**config.mk**
```make
export PLATFORM = sky130hd
export DESIGN_NAME = ssd_value_driver_flat
export DESIGN_NICKNAME = d
export VERILOG_FILES = /design/src/rtl/ssd_value_driver_if.sv /design/src/rtl/ssd_value_driver.sv /design/src/flat_wrapper.sv
export SDC_FILE = /design/constraint.sdc
export NUM_CORES = 1
export LEC_CHECK = 0
export ABC_AREA = 1
export ABC_CLOCK_PERIOD_IN_PS = 8000
export BUFFER_PORTS_ARGS = -buffer_cell sky130_fd_sc_hd__buf_4
export CAP_MARGIN = 25
export CORE_MARGIN = 2
export CORE_UTILIZATION = 55
export DETAILED_ROUTE_END_ITERATION = 16
export HOLD_SLACK_MARGIN = 0.03
export PLACE_DENSITY = 0.73
export SKIP_CTS_REPAIR_TIMING = 1
export SYNTH_ARGS = -nofsm -noshare
export SYNTH_HDL_FRONTEND = slang
export SYNTH_SLANG_ARGS = --single-unit
```
**constraint.sdc**
```tcl
create_clock -name clk -period 8 [get_ports clk]
set_input_delay 1.2 -clock clk [delete_from_list [all_inputs] [get_ports clk]]
set_output_delay 1.2 -clock clk [all_outputs]
set_load 0.03 [all_outputs]
```
**src/rtl/ssd_value_driver_if.sv**
```systemverilog
// Bundle between a value producer and ssd_value_driver: value handshake in,
// per-digit decoder enables/data out, plus scan status and FSM state for observation.
interface ssd_value_driver_if #(
    parameter int NDIG = 6
);
    // A value transfers on a rising edge where in_valid && in_ready; in_data and
    // in_blink must be stable while in_valid is high, and in_valid does not wait on in_ready.
    logic                 in_valid;
    logic                 in_ready;
    logic [4*NDIG-1:0]    in_data;
    logic                 in_blink;
    logic [NDIG-1:0]      digit_en;
    logic [5*NDIG-1:0]    digit_data;
    logic                 busy;
    logic [1:0]           dbg_state;

    modport master (
        output in_valid, in_data, in_blink,
        input  in_ready, digit_en, digit_data, busy, dbg_state
    );

    modport slave (
        input  in_valid, in_data, in_blink,
        output in_ready, digit_en, digit_data, busy, dbg_state
    );
endinterface

```
**src/rtl/ssd_value_driver.sv**
```systemverilog
// Latches a hex value, scans it MS digit first for leading-zero blanking and commits all
// digits atomically to the seven-segment decoders. Blanking is enabled by SSD_LZ_BLANK_EN.
module ssd_value_driver #(
    parameter int NDIG      = 6,
    parameter int BLINK_DIV = 25_000_000
) (
    input  logic              clk,
    input  logic              reset,
    ssd_value_driver_if.slave bus
);
    localparam int IW = (NDIG > 1) ? $clog2(NDIG) : 1;
    localparam int CW = (BLINK_DIV > 2) ? $clog2(BLINK_DIV) : 1;
    localparam logic [IW-1:0] IDX_MAX = IW'(NDIG - 1);
    localparam logic [CW-1:0] CNT_MAX = CW'(BLINK_DIV - 1);

    localparam logic [1:0] S_IDLE = 2'd0;
    localparam logic [1:0] S_SCAN = 2'd1;
    localparam logic [1:0] S_SHOW = 2'd2;

    logic [1:0]          r_state;
    logic [4*NDIG-1:0]   r_shadow;
    logic                r_shadow_blink;
    logic [IW-1:0]       r_idx;
    logic [NDIG-1:0]     r_mask_acc;

    logic [5*NDIG-1:0]   r_digit_data;
    logic [NDIG-1:0]     r_digit_en;
    logic [NDIG-1:0]     r_mask;
    logic                r_blink_mode;
    logic [CW-1:0]       r_cnt;
    logic                r_phase;

    logic                w_ready;
    logic                w_accept;
    logic                w_commit;
    logic                w_blank;
    logic [NDIG-1:0]     w_mask_next;

    assign w_ready  = (r_state != S_SCAN);
    assign w_accept = bus.in_valid && w_ready;
    assign w_commit = (r_state == S_SCAN) && (r_idx == '0);

`ifdef SSD_LZ_BLANK_EN
    logic [3:0] w_nibble;
    logic       r_zero_run;

    assign w_nibble = r_shadow[{r_idx, 2'b00} +: 4];
    assign w_blank  = r_zero_run && (w_nibble == 4'd0) && (r_idx != '0);

    // Stays set only while every digit scanned so far has been zero.
    always_ff @(posedge clk or posedge reset) begin
        if (reset) begin
            r_zero_run <= 1'b1;
        end else if (w_accept) begin
            r_zero_run <= 1'b1;
        end else if (r_state == S_SCAN && w_nibble != 4'd0) begin
            r_zero_run <= 1'b0;
        end
    end
`else
    assign w_blank = 1'b0;
`endif

    always_comb begin
        w_mask_next        = r_mask_acc;
        w_mask_next[r_idx] = ~w_blank;
    end

    always_ff @(posedge clk or posedge reset) begin
        if (reset) begin
            r_state        <= S_IDLE;
            r_shadow       <= '0;
            r_shadow_blink <= 1'b0;
            r_idx          <= '0;
            r_mask_acc     <= '0;
        end else begin
            case (r_state)
                S_IDLE, S_SHOW: begin
                    if (w_accept) begin
                        r_shadow       <= bus.in_data;
                        r_shadow_blink <= bus.in_blink;
                        r_idx          <= IDX_MAX;
                        r_mask_acc     <= '0;
                        r_state        <= S_SCAN;
                    end
                end
                S_SCAN: begin
                    r_mask_acc <= w_mask_next;
                    if (r_idx == '0) begin
                        r_state <= S_SHOW;
                    end else begin
                        r_idx <= r_idx - 1'b1;
                    end
                end
                default: r_state <= S_IDLE;
            endcase
        end
    end

    // Display registers only change at a commit or a blink wrap, so the previous
    // value keeps showing (and blinking) for the whole of a new scan.
    always_ff @(posedge clk or posedge reset) begin
        if (reset) begin
            r_digit_data <= '0;
            r_digit_en   <= '0;
            r_mask       <= '0;
            r_blink_mode <= 1'b0;
            r_cnt        <= '0;
            r_phase      <= 1'b1;
        end else if (w_commit) begin
            for (int i = 0; i < NDIG; i++) begin
                r_digit_data[5*i +: 5] <= {1'b0, r_shadow[4*i +: 4]};
            end
            r_mask       <= w_mask_next;
            r_digit_en   <= w_mask_next;
            r_blink_mode <= r_shadow_blink;
            r_cnt        <= '0;
            r_phase      <= 1'b1;
        end else if (r_blink_mode) begin
            if (r_cnt == CNT_MAX) begin
                r_cnt      <= '0;
                r_phase    <= ~r_phase;
                r_digit_en <= r_phase ? '0 : r_mask;
            end else begin
                r_cnt <= r_cnt + 1'b1;
            end
        end
    end

    assign bus.in_ready   = w_ready;
    assign bus.busy       = (r_state == S_SCAN);
    assign bus.digit_en   = r_digit_en;
    assign bus.digit_data = r_digit_data;
    assign bus.dbg_state  = r_state;
endmodule

```
**src/flat_wrapper.sv**
```systemverilog
// flat-port wrapper written by rule: the top's interface ports become plain ports
module ssd_value_driver_flat 
#(
    parameter int NDIG      = 6,
    parameter int BLINK_DIV = 25_000_000
)
  (clk, reset, bus_in_valid, bus_in_data, bus_in_blink, bus_in_ready, bus_digit_en, bus_digit_data, bus_busy, bus_dbg_state);
  ssd_value_driver_if #(.NDIG(NDIG)) bus_i ();
  input  logic clk;
  input  logic reset;
  input wire logic [$bits(bus_i.in_valid)-1:0] bus_in_valid;
  input wire logic [$bits(bus_i.in_data)-1:0] bus_in_data;
  input wire logic [$bits(bus_i.in_blink)-1:0] bus_in_blink;
  output wire logic [$bits(bus_i.in_ready)-1:0] bus_in_ready;
  output wire logic [$bits(bus_i.digit_en)-1:0] bus_digit_en;
  output wire logic [$bits(bus_i.digit_data)-1:0] bus_digit_data;
  output wire logic [$bits(bus_i.busy)-1:0] bus_busy;
  output wire logic [$bits(bus_i.dbg_state)-1:0] bus_dbg_state;
  assign bus_i.in_valid = bus_in_valid;
  assign bus_i.in_data = bus_in_data;
  assign bus_i.in_blink = bus_in_blink;
  assign bus_in_ready = bus_i.in_ready;
  assign bus_digit_en = bus_i.digit_en;
  assign bus_digit_data = bus_i.digit_data;
  assign bus_busy = bus_i.busy;
  assign bus_dbg_state = bus_i.dbg_state;
  ssd_value_driver #(.NDIG(NDIG), .BLINK_DIV(BLINK_DIV)) u_core (.clk(clk), .reset(reset), .bus(bus_i));
endmodule
```
# Yosys cells after proc, flatten, opt, wreduce, memory -nomap -nowiden
# Cells that the tools add are included.
op_classes:
  n_eq_ne: 7
  add_sub_neg: 2
  n_shift: 0
  reduce_logical: 14
  multipliers: 0
  n_div: 0
  n_bitwise: 2
  n_lt_le_gt_ge: 2
  muxes: 20
ops:
  columns: ["op", "n"]
  rows:
  - ["$mux 25", 3]
  - ["$mux 6", 5]
  - ["$add 25x1->25 const B", 1]
  - ["$eq 25x25->1 const B", 1]
  - ["$pmux 6 s2", 1]
  - ["$reduce_and 2->1", 4]
  - ["$mux 3", 2]
  - ["$ne 2x1->1 const B", 3]
  - ["$or 6x6->6", 1]
  - ["$pmux 3 s2", 1]
  - ["$reduce_bool 2->1", 3]
  - ["$lt 3x4->1 const B", 1]
  - ["$mux 1", 4]
  - ["$mux 2", 2]
  - ["$pmux 2 s2", 1]
  - ["$demux 1 s3", 1]
  - ["$ge 3x1->1 const B", 1]
  - ["$logic_and 1x1->1", 3]
  - ["$logic_not 3->1", 1]
  - ["$reduce_and 3->1", 1]
  - ["$sub 3x1->3 const B", 1]
  - ["$eq 2x1->1 const B", 1]
  - ["$eq 2x2->1 const B", 1]
  - ["$logic_not 2->1", 1]
  - ["other kinds (3)", 3]
totals:
  mem_count: 0
  romBits: 0
  latchBits: 0
  regBits: 99
  input_bits: 28
  ram_bits: 0
  word_cells: 58

# Longest topological paths before layout
# Gate-level depths: netlist (run 1).
logic_depth:
  ltp_word: 6
  depth_mapped: 11

# Least setup slack after synthesis (run 1)
# OpenSTA, ideal clock, no wires.
synth_timing:
  path_kind: "register to output"
  from: "register u_core.r_state[1] (netlist: u_core.bus.dbg_state[1])"
  to: "output port bus_busy"
  path_slack_ns: 5.891
  t_arrival_ns: 0.909
  path_stages_with_launch: 4
  path_cell_list: "dfrtp_1 -> inv_2 -> nand2_4 -> clkinv_4"
synth_via:
  elab_chain_cells: 1
synth_lines:
  columns: ["element", "line", "source"]
  rows:
  - ["from (decl)", "ssd_value_driver.sv:20", "logic [1:0] r_state;"]
  - ["from (signal assigned)", "ssd_value_driver.sv:71", "r_state <= S_IDLE;"]
  - ["from (signal assigned)", "ssd_value_driver.sv:84", "r_state <= S_SCAN;"]
  - ["from (signal assigned)", "ssd_value_driver.sv:90", "r_state <= S_SHOW;"]
  - ["$eq 2x1->1", "ssd_value_driver.sv:131", "assign bus.busy = (r_state == S_SCAN);"]
  - ["to (decl)", "flat_wrapper.sv:17", "output wire logic [$bits(bus_i.busy)-1:0] bus_busy;"]
# No other way between the ends.

# Worst setup path after layout (run 1)
layout_timing:
  from: "register u_core.r_state[0] (netlist: u_core.bus.dbg_state[0])"
  to: "output port bus_busy"
# The elaborated chain is that of the path after synthesis.

==> results of run 1 <==
[per-stage QoR]
| step | hold slack, ns | worst slack [ns] | instance area (µm²) |
|---|---|---|---|
| 2_1_floorplan | 0.444 | 4.21 | 4860 |
| 3_3_place_gp | 0.452 | 5.57 | 5360 |
| 3_5_place_dp | 0.459 | 5.55 | 5360 |
| 4_1_cts | 0.487 | 5.52 | 5570 |
| 5_1_grt | 0.511 | 5.45 | 5570 |
| 6_report | 0.486 | 5.54 | 5570 |
[sequential cells by signal, indices dropped and copies added, names as in the netlist]
name and count:
u_core.bus.dbg_state 2, u_core.bus.digit_data 24, u_core.bus.digit_en 6, u_core.r_blink_mode 1
u_core.r_cnt 25, u_core.r_idx 3, u_core.r_mask 6, u_core.r_mask_acc 6
u_core.r_phase 1, u_core.r_shadow 24, u_core.r_shadow_blink 1
[power by group through the flow]
| stage | combinational (mW) | clock, mW | sequential [mW] |
|---|---|---|---|
| floorplan | 0.421 | 0 | 0.894 |
| global placement | 0.718 | 0 | 0.792 |
| detailed placement | 0.745 | 0 | 0.798 |
| CTS | 0.745 | 0.333 | 0.790 |
| global route | 0.813 | 0.352 | 0.813 |
| finish | 0.738 | 0.323 | 0.791 |
[layer usage]
layer	global-route usage [%]	vias up
li1	-	1890
met1	30.5	1829
met2	36.6	99
met3	6.30	10
met4	5.88	0
met5	0	-
[worst reg2reg max path, cell delays in order, from the launching register on]
cell     delay [ns]
dfrtp_1        0.42
inv_1          0.19
ha_1           0.20
nand2_2        0.08
nor2_4         0.67
nand2_1        0.18
o31ai_1        0.11
nand3_1        0.11
nand2_1        0.08
[kinds of logic (layout without fill, tap and decap cells)]
family | count (synthesis) | count (layout) | share of synthesized area (%)
AOI/OAI and AO/OA | 43 | 43 | 4.99
other | 1 | 6 | 0.0774
muxes | 23 | 23 | 5.35
buffers and inverters | 73 | 133 | 6.85
and+or+nand+nor | 320 | 320 | 29.2
DFF | 99 | 99 | 51.2
adders and majority gates | 3 | 3 | 0.775
xor gates and xnor gates | 9 | 9 | 1.63
[cells in the mapped netlist, drive strengths merged]
cell / n
clkinv: 3
nor2: 67
a21oi: 7
mux2: 23
clkbuf: 4
buf: 15
or2: 1
nand3: 24
o21bai: 3
nor3: 3
conb: 1
o31ai: 7
dfrtp: 98
o21ai: 25
inv: 51
nand2: 217
xor2: 9
o22ai: 1
and2: 1
nand4: 4
ha: 3
nand3b: 3
dfstp: 1
[final timing paths]
path / endpoint / from / cells after the start / slack (ns)
setup / recovery: bus_busy / u_core.bus.dbg_state[0] / 3 / 5.54
min in group asynchronous: u_core.bus.digit_data[16] / reset / 2 / 0.88
hold reg to reg: u_core.bus.digit_data[15] / u_core.r_shadow[12] / 2 / 0.49
setup reg to reg: u_core.bus.digit_en[1] / u_core.r_idx[0] / 8 / 5.89
hold / removal: u_core.bus.digit_data[15] / u_core.r_shadow[12] / 2 / 0.49
max in group asynchronous: u_core.r_cnt[5] / reset / 3 / 6.02
[final cells by class]
cell class                 count  area (µm²)
fill                         743        3070
sequential                    99        2480
multi-input combinational    404        2050
timing repair buffer          63         473
inverter                      54         223
tap                          108         135
clock buffer                   9         124
clock inverter                 7        82.6
==> results.yml, run 1 <==
die:
  start_util_pct: 56.1
  ios: 68
  dieArea_mm2: 0.00957
  core-area_mm2: 0.00864
  die_h_um: 97.8
  fp-row-count: 34
  die_x_um: 97.8
route:
  routedWlPerCell_um: 13.7
  drc_errors: 0
  post_drt_via_cell_ratio: 5.15
  vias: 3828
  first_pass_iters: 4
  wl_met3_um: 589
  drt_iter0_drc: 174
  dr_wl_met2_mm: 5.00
  wl_met1_mm: 4.49
  wirelength_mm: 10.2
  top_layer: "met4"
  final_antenna_net_count: 0
worst_setup_path:
  criticalPathCategory: "register to output pin"
  end_kind: "output pin"
  critPathMaxFanout: 7
  cpMaxStageDelayCell: "dfrtp_1"
  crit_family: "flip-flops"
  cp_num_buf_inv: 2
  worstPathArrival_ns: 1.26
  critPathRequiredTime_ns: 6.80
  max_stage_delay_ns: 0.45
  crit_chain: "nand2_4 > clkinv_4 > buf_4"
  cp-start-kind: "register"
global_routing:
  grt_first_pass_wirelength_mm: 17.9
  antenna_found_initial: 0
  grtUsageTotal_pct: 22.6
  grt_pass1_vias: 3868
  grt_overflow_total: 0
  grt_max_degree: 53
synth:
  synth_seq_area_share_pct: 51.2
  avgSynthCellArea_um2: 8.48
  synth_top_area_share_pct: 50.6
  synth_area_leader_cell: "dfrtp_1"
  synth_seq_cells: 99
  ys_warn_count: 0
  synthTopCellsByArea: "dfrtp_1 51%, nand2_1 16%, mux2_2 5.3%"
  syn_inst: 571
  syn_area_mm2: 0.00484
  synth.distinct_cells: 35
sta:
  rsz0062_at_grt: "false"
  hold_violations: 0
  finalSetupTns_ns: 0
  worst_pin_slew_ns: 0.877
  finalClockSkew_ns: 0.0119
  layout_min_cycle_time_ns: 2.46
  setup_viol: 0
  slew_headroom_pct: 41.4
  drv_slew: 0
  max_freq_mhz: 407
  finalCritPeriodShare_pct: 30.7
power:
  comb_power_share_pct: 39.9
  total_power_mw: 1.85
  switching_power_mw: 0.782
  p_int_mw: 1.07
  pwr_density_cell_mw_per_mm2: 333
  switching_share_pct: 42.2
  clkPwrFrac_pct: 17.5
  ir_worst_vdd_mv: 0.228
  pwr-share-seq_pct: 42.7
  power.leakage_nw: 2.71
final_layout:
  fin_nets: 662
  mostFrequentLayoutCells: "208 x nand2_1, 98 x dfrtp_1, 63 x buf_4, 48 x nor2_1, 42 x inv_1"
  final_util_pct: 64.5
  fin_cells: 744
  area_growth_pct: 15.0
  final_common_cell: "nand2_1"
  final_layout_size_suffix_gt1_share_pct: 22.8
  antenna_cells: 0
clocking:
  clkTransAtPathRegs_ns: 0.11
  cts_made_buffers: 9
  clk_latency_ns: 0.37
  cts_sinks: 99
  clock_path_buffers: 2
  htree_num_levels: 3
  cts_tree: "built"
  cts-root-buf: "clkbuf_8"
placed_design:
  place.gp.congestion: 0.892
  dp.cells: 728
  numPortBuffers: 61
  dpl.hpwl_mm: 7.02
status:
  status: "completed"
min_path:
  hold_class: "register to register"
run:
  drv_cap: 0
(Power assumes the default switching activity.)
==> run 2: changes to the inputs <==
--- a/config.mk
+++ b/config.mk
@@ -6,14 +6,14 @@
 export NUM_CORES = 1
 export LEC_CHECK = 0
 export ABC_AREA = 1
-export ABC_CLOCK_PERIOD_IN_PS = 8000
+export ABC_CLOCK_PERIOD_IN_PS = 2150
 export BUFFER_PORTS_ARGS = -buffer_cell sky130_fd_sc_hd__buf_4
 export CAP_MARGIN = 25
 export CORE_MARGIN = 2
-export CORE_UTILIZATION = 55
+export CORE_UTILIZATION = 52
 export DETAILED_ROUTE_END_ITERATION = 16
 export HOLD_SLACK_MARGIN = 0.03
-export PLACE_DENSITY = 0.73
+export PLACE_DENSITY = 0.72
 export SKIP_CTS_REPAIR_TIMING = 1
 export SYNTH_ARGS = -nofsm -noshare
 export SYNTH_HDL_FRONTEND = slang
==> constraint.sdc (replaced) <==
create_clock -name clk -period 2.15 [get_ports clk]
set_input_delay 0.3225 -clock clk [delete_from_list [all_inputs] [get_ports clk]]
set_output_delay 0.3225 -clock clk [all_outputs]
set_load 0.03 [all_outputs]
==> run 2 against run 1 <==
Clock skew is 0.0031 ns higher. Setup slack got worse by 5.3 ns. Via count shrank 2.2%. Power grew to 3.6 times the previous value. Global-route usage down 1.5 points. Clock power rose to 3.4 times the previous value. Die area rose by 5.5%. First-iteration DRC count up 2.3%. Wire length fell by 4.9%. Sequential cell count unchanged. Non-clock buffer count rose by 2. Clock-buffer cell count unchanged. Critical path type is now register to register. Largest power group unchanged. Highest routed layer unchanged.
==> results.yml, run 2 (same netlist as run 1, synthesis figures left out) <==
status:
  status: "completed"
sta:
  slew_headroom_pct: 66.0
  hold_violations: 0
  finalSetupTns_ns: 0
  finalClockSkew_ns: 0.0149
  drv_slew: 0
  setup_viol: 0
  max_freq_mhz: 537
  worst_pin_slew_ns: 0.510
  rsz0062_at_grt: "false"
  layout_min_cycle_time_ns: 1.86
  finalCritPeriodShare_pct: 86.7
clocking:
  cts_made_buffers: 9
  clk_latency_ns: 0.36
  clock_path_buffers: 2
  cts_tree: "built"
  cts-root-buf: "clkbuf_8"
  clkTransAtPathRegs_ns: 0.10
  cts_sinks: 99
  htree_num_levels: 3
power:
  p_int_mw: 3.97
  pwr_density_cell_mw_per_mm2: 1210
  clkPwrFrac_pct: 16.3
  pwr-share-seq_pct: 43.5
  comb_power_share_pct: 40.2
  ir_worst_vdd_mv: 0.792
  switching_share_pct: 41.2
  switching_power_mw: 2.78
  power.leakage_nw: 2.71
worst_setup_path:
  max_stage_delay_ns: 0.41
  critPathMaxFanout: 32
  rr_worst_depth: 9
  crit_chain: "inv_1 > ha_1 > nand2_2 > inv_2 > nand2_8 > nand2_8 > inv_2 > nor3_1 > nor2_1"
  criticalPathCategory: "register to register"
  cp-start-kind: "register"
  worstPathArrival_ns: 2.11
  cpMaxStageDelayCell: "dfrtp_1"
  end_kind: "register"
  critPathRequiredTime_ns: 2.40
placed_design:
  dpl.hpwl_mm: 7.13
  place.gp.congestion: 0.951
  dpl-instance-area_mm2: 0.00539
  numPortBuffers: 61
global_routing:
  grt_max_degree: 100
  grt_first_pass_wirelength_mm: 17.0
  antenna_found_initial: 0
  grtUsageTotal_pct: 21.1
  grt_pass1_vias: 3670
  grt_overflow_total: 0
route:
  drt_iter0_drc: 178
  drc_errors: 0
  first_pass_iters: 5
  post_drt_via_cell_ratio: 5.00
  vias: 3744
  wirelength_mm: 9.69
  routedWlPerCell_um: 12.9
  final_antenna_net_count: 0
die:
  ios: 68
  dieArea_mm2: 0.0101
  core-area_mm2: 0.00915
  start_util_pct: 52.9
  fp-row-count: 35
  die_h_um: 101
  die_x_um: 101
min_path:
  hold_class: "input pin to asynchronous set/reset pin"
final_layout:
  final_common_cell: "nand2_1"
  largest_reg_flops: 25
  top_register: "u_core.r_cnt"
  area_growth_pct: 15.2
  antenna_cells: 0
  fin_nets: 664
  final_layout_size_suffix_gt1_share_pct: 23.0
  final_area_mm2: 0.00558
  mostFrequentLayoutCells: "208 x nand2_1, 98 x dfrtp_1, 64 x buf_4, 48 x nor2_1, 42 x inv_1"
run:
  drv_cap: 0
-- run 2: cell count changes in the layout (fill, tap and decap cells not counted) --
cell        change
clkinvlp_4      +3
inv_6           -2
buf_12          +1
inv_8           +1
clkinv_4        +2
inv_4           -1
buf_4           +1
clkinv_8        -3
-- run 2: area by class of cell --
type,count,area (µm²)
fillers,781,3570
clock buffers,9,124
well taps,111,139
flip-flops and latches,99,2480
inverters,54,224
multi-input cells,404,2050
repair buffers,65,500
clock inverters,7,60.1
-- run 2: layer usage --
metal	vias to the layer above	share of wire (%)	track usage [%]
met1	1765	46	28.5
li1	1902	-	-
met5	-	0	0
met3	7	6.1	6.31
met2	70	47	34.0
met4	0	0.78	4.74
-- run 2: power groups by stage --
stage	clock network (mW)	registers (mW)	logic [mW]
after floorplan	0	3.33	1.57
after global placement	0	2.94	2.68
after detailed placement	0	2.97	2.75
after CTS	1.13	2.93	2.75
after global routing	1.22	3.02	3.01
final	1.10	2.94	2.71
-- run 2: per-stage QoR --
stage | power, mW | hold slack, ns | cells | util, % | setup WS (ns)
CTS | 6.82 | 0.118 | 749 | 60.9 | 0.283
floorplan | 4.89 | 0.418 | 576 | - | 0.501
global route | 7.25 | 0.110 | 749 | 60.9 | 0.131
global placement | 5.63 | 0.451 | 733 | 58.9 | 0.371
detailed placement | 5.71 | 0.460 | 733 | 58.9 | 0.297
finish | 6.74 | 0.0865 | 749 | 60.9 | 0.287
-- run 2: final timing paths --
kind / start / endpoint / slack [ns]
max in group asynchronous: reset / u_core.r_shadow[20] / 1.66
worst min-delay path: reset / u_core.r_cnt[8] / 0.09
worst max-delay path: u_core.r_idx[0] / u_core.r_cnt[15] / 0.29
worst min register to register: u_core.bus.digit_data[0] / u_core.bus.digit_data[0] / 0.48
min in group clk: bus_in_valid / u_core.bus.dbg_state[1] / 0.19
worst max register to register: u_core.r_idx[0] / u_core.r_cnt[15] / 0.29
-- run 2: worst max-delay path: cells and delay by family, from the launching register on --
kind                     cells  cell delay (ns)
adder cells (fa/ha/maj)      1             0.18
AND/OR/NAND/NOR              5             0.74
flip-flops                   1             0.41
buffers and inverters        3             0.42
==> run 3: changes to the inputs <==
--- a/config.mk
+++ b/config.mk
@@ -6,14 +6,14 @@
 export NUM_CORES = 1
 export LEC_CHECK = 0
 export ABC_AREA = 1
-export ABC_CLOCK_PERIOD_IN_PS = 2150
+export ABC_CLOCK_PERIOD_IN_PS = 2000
 export BUFFER_PORTS_ARGS = -buffer_cell sky130_fd_sc_hd__buf_4
 export CAP_MARGIN = 25
 export CORE_MARGIN = 2
-export CORE_UTILIZATION = 52
+export CORE_UTILIZATION = 55
 export DETAILED_ROUTE_END_ITERATION = 16
 export HOLD_SLACK_MARGIN = 0.03
-export PLACE_DENSITY = 0.72
+export PLACE_DENSITY = 0.73
 export SKIP_CTS_REPAIR_TIMING = 1
 export SYNTH_ARGS = -nofsm -noshare
 export SYNTH_HDL_FRONTEND = slang
==> constraint.sdc (replaced) <==
create_clock -name clk -period 2 [get_ports clk]
set_input_delay 0.3 -clock clk [delete_from_list [all_inputs] [get_ports clk]]
set_output_delay 0.3 -clock clk [all_outputs]
set_load 0.03 [all_outputs]
==> run 3 against run 2 <==
Die area is 5.2% lower. Register-to-register slack worse by 0.09 ns. Global-route usage increased by 1.5 points. Critical endpoint unchanged.
==> results.yml, run 3 (same netlist as run 1, synthesis figures left out) <==
route:
  first_pass_iters: 5
  drt_iter0_drc: 168
  vias: 3801
  drc_errors: 0
  wirelength_mm: 10.1
  final_antenna_net_count: 0
  routedWlPerCell_um: 13.4
  post_drt_via_cell_ratio: 5.07
die:
  fp-row-count: 34
  die_h_um: 97.8
  core-area_mm2: 0.00864
  ios: 68
  dieArea_mm2: 0.00957
  die_x_um: 97.8
  start_util_pct: 56.1
final_layout:
  fillers: 737
  final_util_pct: 65.4
  final_layout_size_suffix_gt1_share_pct: 23.2
  largest_reg_flops: 25
  fin_cells: 749
  antenna_cells: 0
  mostFrequentLayoutCells: "208 x nand2_1, 98 x dfrtp_1, 63 x buf_4, 48 x nor2_1, 42 x inv_1"
  final_common_cell: "nand2_1"
  area_growth_pct: 16.5
  fin_nets: 667
  top_register: "u_core.r_cnt"
sta:
  layout_min_cycle_time_ns: 1.81
  finalClockSkew_ns: 0.0132
  rsz0062_at_grt: "false"
  hold_violations: 0
  drv_slew: 0
  finalCritPeriodShare_pct: 90.3
  holdWs_ns: 0.159
  max_freq_mhz: 554
  setup_viol: 0
  finalSetupTns_ns: 0
worst_setup_path:
  cp-start-kind: "register"
  worstPathArrival_ns: 2.06
  critPathRequiredTime_ns: 2.26
  critPathMaxFanout: 19
  rr_worst_depth: 9
  regToRegSetupSlack_ns: 0.19
  criticalPathCategory: "register to register"
  timing.rr.start: "u_core.r_idx[0]"
  end_kind: "register"
  reg2reg_to: "u_core.r_cnt[15]"
power:
  ir_worst_vdd_mv: 0.927
  pwr_density_cell_mw_per_mm2: 1310
  power.leakage_nw: 2.75
placed_design:
  place.gp.congestion: 0.943
  numPortBuffers: 61
  dpl.hpwl_mm: 7.38
  dp.cells: 732
clocking:
  cts_made_buffers: 9
  clk_latency_ns: 0.36
  htree_num_levels: 3
  cts-root-buf: "clkbuf_8"
  cts_sinks: 99
  cts_tree: "built"
  clock_path_buffers: 2
  clkTransAtPathRegs_ns: 0.11
global_routing:
  grtUsageTotal_pct: 22.6
  grt_max_degree: 55
  grt_overflow_total: 0
  antenna_found_initial: 0
  grt_pass1_vias: 3740
  grt_first_pass_wirelength_mm: 17.8
min_path:
  min_to: "u_core.r_shadow[10]"
  min_path_cells: 2
  hold_class: "input pin to register"
  hold_path.startpoint: "bus_in_data[10]"
run:
  drv_cap: 0
status:
  status: "completed"
==> run 3: per-stage QoR <==
stage | area [µm²] | setup WS [ns] | power (mW)
2_1_floorplan | 4870 | 0.351 | 5.26
4_1_cts | 5630 | 0.236 | 7.48
3_3_place_gp | 5440 | 0.297 | 6.10
5_1_grt | 5640 | 0.0488 | 7.91
3_5_place_dp | 5440 | 0.246 | 6.22
6_report | 5640 | 0.194 | 7.41
==> run 3: worst max-delay path by stage <==
stage | startpoint | end | slack, ns | depth (start not counted)
2_1_floorplan | u_core.bus.dbg_state[1] | u_core.r_cnt[2] | 0.35 | 9
3_3_place_gp | u_core.r_idx[0] | u_core.r_cnt[15] | 0.30 | 10
3_5_place_dp | u_core.r_idx[0] | u_core.r_cnt[15] | 0.25 | 9
4_1_cts | u_core.r_idx[0] | u_core.r_cnt[15] | 0.24 | 9
5_1_grt | u_core.r_idx[0] | u_core.bus.digit_en[0] | 0.05 | 8
6_report | u_core.r_idx[0] | u_core.r_cnt[15] | 0.19 | 9
==> run 3: where the power goes <==
group | switching [mW] | internal, mW | leakage, nW
logic | 1.88 | 1.12 | 1.38
clock network | 0.758 | 0.486 | 0.0993
registers | 0.444 | 2.72 | 1.26
total | 3.08 | 4.32 | 2.75
==> run 3: per-layer routing <==
layer / track usage [%] / vias up / share of wire [%]
met3: 5.30 / 13 / 5.6
met4: 6.52 / 0 / 1.6
met1: 32.2 / 1788 / 48
met5: 0 / - / 0
li1: - / 1899 / -
met2: 34.8 / 101 / 45
==> run 3: final cells by class <==
class	instances	area, µm²	share of cell area [%]
sequential	99	2480	43.9
multi-input combinational	404	2050	36.4
timing repair buffer	68	563	9.98
inverter	54	224	3.97
tap	108	135	2.39
clock buffer	9	124	2.19
clock inverter	7	67.6	1.20
==> run 3: critical path, cell delays in order, from the launching register on <==
cell and delay [ns]:
dfrtp_1 0.41, inv_1 0.17, ha_1 0.19, nand2_2 0.08
inv_2 0.11, nand2_8 0.09, nand2_8 0.15, inv_2 0.16
nor3_1 0.25, nor2_1 0.07
